[src/rtl/fp32_to_fixed_conv.sv]
// -----------------------------------------------------------------------------
// fp32_to_fixed_conv
//
// Converts IEEE-754 single-precision words from the FFT float datapath into
// signed two's-complement fixed-point samples for the FFT sink side.
// result = round_toward_zero(x * 2^FRAC), saturated to WIDTH bits.
//
// Two-stage pipeline:
//   stage 1 (unpack)   : sign, 24-bit mantissa with hidden one, shift amount,
//                        input class (zero / normal / inf / nan)
//   stage 2 (shift+sat): barrel shift, saturation, sign application, flags
//
// Both stages advance together on adv = ~out_valid | out_ready, so a full pipe
// still sustains one word per cycle and a stalled sink freezes every register.
//
// Ports
//   clk        in   1      rising-edge clock
//   rst_n      in   1      synchronous active-low reset
//   in_valid   in   1      in_data is valid
//   in_ready   out  1      block accepts in_data this cycle
//   in_data    in   32     fp32 operand: [31] sign, [30:23] exponent, [22:0] mantissa
//   out_valid  out  1      out_data and the flags are valid
//   out_ready  in   1      the sink accepts out_data this cycle
//   out_data   out  WIDTH  signed fixed-point result
//   out_ovf    out  1      result was saturated (|x| out of range, or Inf)
//   out_nan    out  1      input was NaN
// -----------------------------------------------------------------------------
module fp32_to_fixed_conv #(
  parameter int WIDTH = 16,  // output word width, 2..32
  parameter int FRAC  = 8    // fractional bits of the output, 0..WIDTH-1
) (
  input  logic             clk,
  input  logic             rst_n,
  input  logic             in_valid,
  output logic             in_ready,
  input  logic [31:0]      in_data,
  output logic             out_valid,
  input  logic             out_ready,
  output logic [WIDTH-1:0] out_data,
  output logic             out_ovf,
  output logic             out_nan
);

  typedef enum logic [1:0] {
    CLS_ZERO,   // exponent 0: true zero or denormal (flushed)
    CLS_NORM,
    CLS_INF,
    CLS_NAN
  } cls_e;

  // Magnitude working width: a non-saturating left shift is at most WIDTH-24
  // places, so mant24 << sh never exceeds WIDTH+1 bits; WIDTH+24 also holds
  // the unshifted mantissa when WIDTH is small.
  localparam int MW = WIDTH + 24;

  // sh = e - 127 + FRAC - 23 = e + (FRAC - 150)
  localparam logic signed [9:0] SH_OFS = 10'(FRAC - 150);

  // Any sh at or above this puts the hidden one at bit >= WIDTH, i.e. the
  // magnitude is >= 2^WIDTH and saturates for either sign.
  localparam logic signed [9:0] BIG_SH = 10'(WIDTH - 23);

  localparam logic [MW-1:0]    POS_MAX  = {{(MW-WIDTH+1){1'b0}}, {(WIDTH-1){1'b1}}};
  localparam logic [MW-1:0]    NEG_MAG  = {{(MW-WIDTH){1'b0}}, 1'b1, {(WIDTH-1){1'b0}}};
  localparam logic [WIDTH-1:0] POS_DATA = {1'b0, {(WIDTH-1){1'b1}}};
  localparam logic [WIDTH-1:0] NEG_DATA = {1'b1, {(WIDTH-1){1'b0}}};

  // ---------------------------------------------------------------------------
  // Flow control
  // ---------------------------------------------------------------------------
  logic adv;

  assign adv      = ~out_valid | out_ready;
  assign in_ready = adv;

  // ---------------------------------------------------------------------------
  // Stage 1: unpack
  // ---------------------------------------------------------------------------
  logic [7:0]         in_exp;
  logic [22:0]        in_man;
  logic signed [9:0]  in_sh;
  cls_e               in_cls;

  assign in_exp = in_data[30:23];
  assign in_man = in_data[22:0];
  assign in_sh  = $signed({2'b00, in_exp}) + SH_OFS;

  always_comb begin
    if (in_exp == 8'h00) begin
      in_cls = CLS_ZERO;
    end else if (in_exp == 8'hFF) begin
      in_cls = (in_man == '0) ? CLS_INF : CLS_NAN;
    end else begin
      in_cls = CLS_NORM;
    end
  end

  logic               s1_v;
  logic               s1_sign;
  logic [23:0]        s1_mant;
  logic signed [9:0]  s1_sh;
  cls_e               s1_cls;

  // NOTE: sequential state uses non-blocking assignments so every register
  // samples the pre-edge values, independent of always_ff evaluation order.
  always_ff @(posedge clk) begin
    if (!rst_n) begin
      s1_v <= 1'b0;
    end else if (adv) begin
      s1_v <= in_valid;
    end
  end

  // NOTE: the stage-1 payload has no reset; it is only ever consumed when
  // s1_v says it is valid, and leaving it out keeps the reset net small.
  always_ff @(posedge clk) begin
    if (adv) begin
      s1_sign <= in_data[31];
      s1_mant <= {1'b1, in_man};
      s1_sh   <= in_sh;
      s1_cls  <= in_cls;
    end
  end

  // ---------------------------------------------------------------------------
  // Stage 2: shift and saturate
  // ---------------------------------------------------------------------------
  logic [MW-1:0]    mant_w;
  logic [MW-1:0]    mag;
  logic [9:0]       rsh;
  logic             big;
  logic [WIDTH-1:0] nxt_data;
  logic             nxt_ovf;
  logic             nxt_nan;

  assign mant_w = {{(MW-24){1'b0}}, s1_mant};
  assign rsh    = -s1_sh;
  assign big    = (s1_sh >= BIG_SH);

  // Right shifts by 24 or more fall off the vector and give 0 (underflow).
  // The left-shift result is only meaningful when big is clear.
  always_comb begin
    if (s1_sh[9]) begin
      mag = mant_w >> rsh;
    end else begin
      mag = mant_w << s1_sh[9:0];
    end
  end

  // NOTE: every output of this block gets a default first, so no path can
  // leave one unassigned and infer a latch.
  always_comb begin
    nxt_data = '0;
    nxt_ovf  = 1'b0;
    nxt_nan  = 1'b0;
    case (s1_cls)
      CLS_NAN: begin
        nxt_nan = 1'b1;
      end
      CLS_INF: begin
        nxt_ovf  = 1'b1;
        nxt_data = s1_sign ? NEG_DATA : POS_DATA;
      end
      CLS_NORM: begin
        if (!s1_sign) begin
          if (big || (mag > POS_MAX)) begin
            nxt_data = POS_DATA;
            nxt_ovf  = 1'b1;
          end else begin
            nxt_data = mag[WIDTH-1:0];
          end
        end else begin
          // The negative range reaches one further: -2^(WIDTH-1) is exact.
          if (big || (mag > NEG_MAG)) begin
            nxt_data = NEG_DATA;
            nxt_ovf  = 1'b1;
          end else if (mag == NEG_MAG) begin
            nxt_data = NEG_DATA;
          end else begin
            nxt_data = -mag[WIDTH-1:0];  // -0 stays 0
          end
        end
      end
      default: begin
        // CLS_ZERO: zero and flushed denormals give 0, no flags
      end
    endcase
  end

  always_ff @(posedge clk) begin
    if (!rst_n) begin
      out_valid <= 1'b0;
      out_data  <= '0;
      out_ovf   <= 1'b0;
      out_nan   <= 1'b0;
    end else if (adv) begin
      out_valid <= s1_v;
      out_data  <= nxt_data;
      out_ovf   <= nxt_ovf;
      out_nan   <= nxt_nan;
    end
  end

endmodule

[config.mk]
export PLATFORM = sky130hd
export DESIGN_NAME = fp32_to_fixed_conv
export DESIGN_NICKNAME = d
export VERILOG_FILES = /design/src/rtl/fp32_to_fixed_conv.sv
export SDC_FILE = /design/constraint.sdc
export NUM_CORES = 1
export LEC_CHECK = 0
export CORE_AREA = 2 2 75 148
export DETAILED_ROUTE_END_ITERATION = 6
export DIE_AREA = 0 0 77 150
export GPL_ROUTABILITY_DRIVEN = 0
export PLACE_DENSITY = 0.75
export SYNTH_ARGS = -nofsm -noshare
export SYNTH_HDL_FRONTEND = slang
export SYNTH_SLANG_ARGS = --single-unit
export TNS_END_PERCENT = 20
[constraint.sdc]
create_clock -name clk -period 5.57 [get_ports clk]
set_clock_uncertainty 0.1 [all_clocks]
set_input_delay 0.557 -clock clk [delete_from_list [all_inputs] [get_ports clk]]
set_output_delay 0.557 -clock clk [all_outputs]
set_load 0.02 [all_outputs]
==> impl_metrics.py <==
metrics = {
    "routing": {
        "avgViaCountPerCell": 6.73,
        "post_drt_wl_per_cell_um": 21.3,
        "via_count": 4954,
        "first_pass_iters": 5,
        "routed_wirelength_um": 15700,
        "drt_drc_violations_left": 0,
        "first_iter_violations": 357,
        "ant_nets": 0,
    },
    "yosys": {
        "syn_area_per_cell_um2": 9.17,
        "netlist_instances": 564,
        "syn_area_um2": 5170,
        "ys_warn_count": 0,
        "synth_edf_count": 36,
        "synth_area_leader_cell": "edfxtp_1",
        "synthTopCellsByArea": "edfxtp_1 21%, mux2i_1 8.7%, dfxtp_1 7.7%",
        "synth_seq_cells": 56,
        "ys_seq_area_share_pct": 28.6,
        "async_reset_ff_share_pct": 0,
        "ys_types": 90,
        "synth_top_area_share_pct": 20.9,
        "synth_top_flop_cell": "edfxtp_1",
        "syn_nets": 607,
    },
    "worst_setup_path": {
        "crit_type": "flop to flop",
        "cp-start-kind": "flop",
        "crit_required_ns": 5.66,
        "critPathCaptureType": "flop",
        "crit_path_top_delay_cell": "ha_1",
        "crit_arrival_ns": 4.99,
        "worstRegToRegCells": 15,
        "path_max_fanout": 22,
        "crit_start": "s1_sh[1]",
        "reg2reg_from": "s1_sh[1]",
        "critPathMaxStageDelay_ns": 0.62,
        "worstPathCellList": "clkinv_1 > ha_1 > buf_4 > mux2i_1 > mux2i_1 > mux4_2 > o2111ai_1 > nand2_1 > inv_1 > ha_1 > inv_1 > nor4b_2 > nand4_1 > mux2_1 > a41o_1",
    },
    "pwr": {
        "power_w": 0.00146,
        "max-vdd-ir-drop_mv": 0.239,
        "leakagePower_nw": 2.20,
        "powerDensity_nw_per_um2": 245,
    },
    "hold_path": {
        "worstHoldPathCells": 2,
        "hold_path_startpoint": "out_nan",
        "hold_class": "flop to flop",
    },
    "floorplanning": {
        "start_util_pct": 49.4,
        "rows": 53,
        "core_area_um2": 10500,
        "dieArea_um2": 11600,
        "die_h_um": 150,
        "io_pins": 56,
        "dieWidth_um": 77,
    },
    "status": {
        "status": "finished clean",
    },
    "cells_and_area": {
        "area_growth_pct": 15.1,
        "layout_common_cells": "68 x nand2_1, 55 x clkdlybuf4s50_1, 45 x mux2i_1",
        "drive_above_1_share_pct": 14.4,
        "antenna_cells": 0,
        "final_common_cell": "nand2_1",
        "layout.cells.non_filler": 736,
        "nNetsFinal": 641,
    },
    "grt": {
        "grt_pass1_wl_um": 25100,
        "track_usage_pct": 27.8,
        "grt_antenna_before_repair": 0,
        "grt_remaining_overflow": 0,
        "grt_pass1_vias": 4879,
        "grt_max_degree": 41,
    },
    "placement": {
        "dp_hpwl_um": 12100,
        "dpl.cell_count": 728,
        "pre_cts_ws_ns": 0.784,
        "io_buffers": 55,
    },
    "timing": {
        "holdWs_ns": 0.355,
        "fin_ws_ns": 0.671,
        "slew_headroom_pct": 30.1,
        "slew_violations": 0,
        "tightest_slew_ns": 1.05,
        "fmax_mhz": 204,
        "period_needed_ns": 4.90,
        "period_share_pct": 88.0,
        "finalHoldViolCount": 0,
        "grt_setup_unrepaired": "false",
        "setup_viol": 0,
        "setup_tns_ns": 0,
    },
    "clock_network": {
        "cts_setup_buffers": 0,
        "post_cts_resized": 0,
        "cts_sinks": 56,
        "clk_pin_slew_ns": 0.07,
        "cts_tree": "built",
        "cts_hold_buf": 0,
        "insertion_delay_ns": 0.30,
        "ctsRootBufferMaster": "clkbuf_16",
        "cts_max_level": 2,
        "clock_path_buffers": 2,
        "cts-buffers-inserted": 5,
    },
    "job": {
        "drv_cap": 0,
    },
}
## power by group
part	switching (W)	internal, W
sequential	0.0000503	0.000480
combinational	0.000334	0.000273
clock	0.000151	0.000168
## critical path, delay by kind of cell, from the launching register on
kind	cells	cell delay, ns
simple gates	3	0.81
fa+ha+maj	2	0.80
compound gates	2	0.43
buf+inv	4	0.89
mux	4	1.40
flops	1	0.35
## flip-flops by register name (all words and copies together) (netlist names)
| signal | cells |
|---|---|
| s1_mant | 23 |
| out_data | 16 |
| s1_sh | 10 |
| s1_cls | 2 |
| out_nan | 1 |
| out_ovf | 1 |
| out_valid | 1 |
| s1_sign | 1 |
| s1_v | 1 |
## cell type report
| class | instances | area [um^2] |
|---|---|---|
| clock buffers | 6 | 129 |
| inverters | 17 | 63.8 |
| clock inverters | 2 | 13.8 |
| repair buffers | 66 | 633 |
| well taps | 137 | 171 |
| flip-flops and latches | 56 | 1480 |
| fillers | 991 | 4530 |
| multi-input cells | 452 | 3460 |
## layer usage
metal	global-route usage (%)	part of all wire [%]	wire length, um	vias up
met3	6.21	6.1	964	88
met2	50.7	53	8280	269
li1	-	-	-	2269
met4	22.9	8.6	1350	0
met1	25.8	32	5080	2328
met5	0	0	0	-
## Yosys cell counts (4+ instances only)
cell,count
mux2i_1,45
or3_1,7
a21oi_1,33
xnor2_1,8
clkbuf_1,20
a31oi_1,9
mux2_2,17
mux4_2,17
edfxtp_1,36
nor3_1,19
ha_1,7
inv_1,13
o31ai_1,5
buf_2,15
nor3_2,5
or2_2,4
a22oi_1,6
dfxtp_1,20
a32o_1,4
nand3_1,18
and3_1,9
o21ai_0,30
a32oi_1,4
a211oi_1,5
nor2_1,23
xor2_1,6
o21a_1,6
nand4_1,4
nand2_1,68
nor4_1,7
## through the flow
step / cell area [um^2] / utilization, %
finish: 5950 / 56.8
CTS: 5950 / 56.8
floorplan: 5170 / -
global placement: 5810 / 55.4
detailed placement: 5810 / 55.4
global route: 5950 / 56.8
## final timing paths
kind | endpoint | slack, ns
worst max-delay path | out_data[14] | 0.67
worst min-delay path | out_nan | 0.36
worst max register to register | out_data[14] | 0.67
worst min register to register | out_nan | 0.36
## cells by family after synthesis
group,after synthesis,share of synthesized area [%]
AOI/OAI and AO/OA,160,22.8
xor gates and xnor gates,14,2.37
adders and majority gates,7,1.69
buffers and inverters,56,4.65
DFF,56,28.6
muxes,81,20.3
and+or+nand+nor,190,19.6
Note: power is estimated with default switching activity, not from simulation.
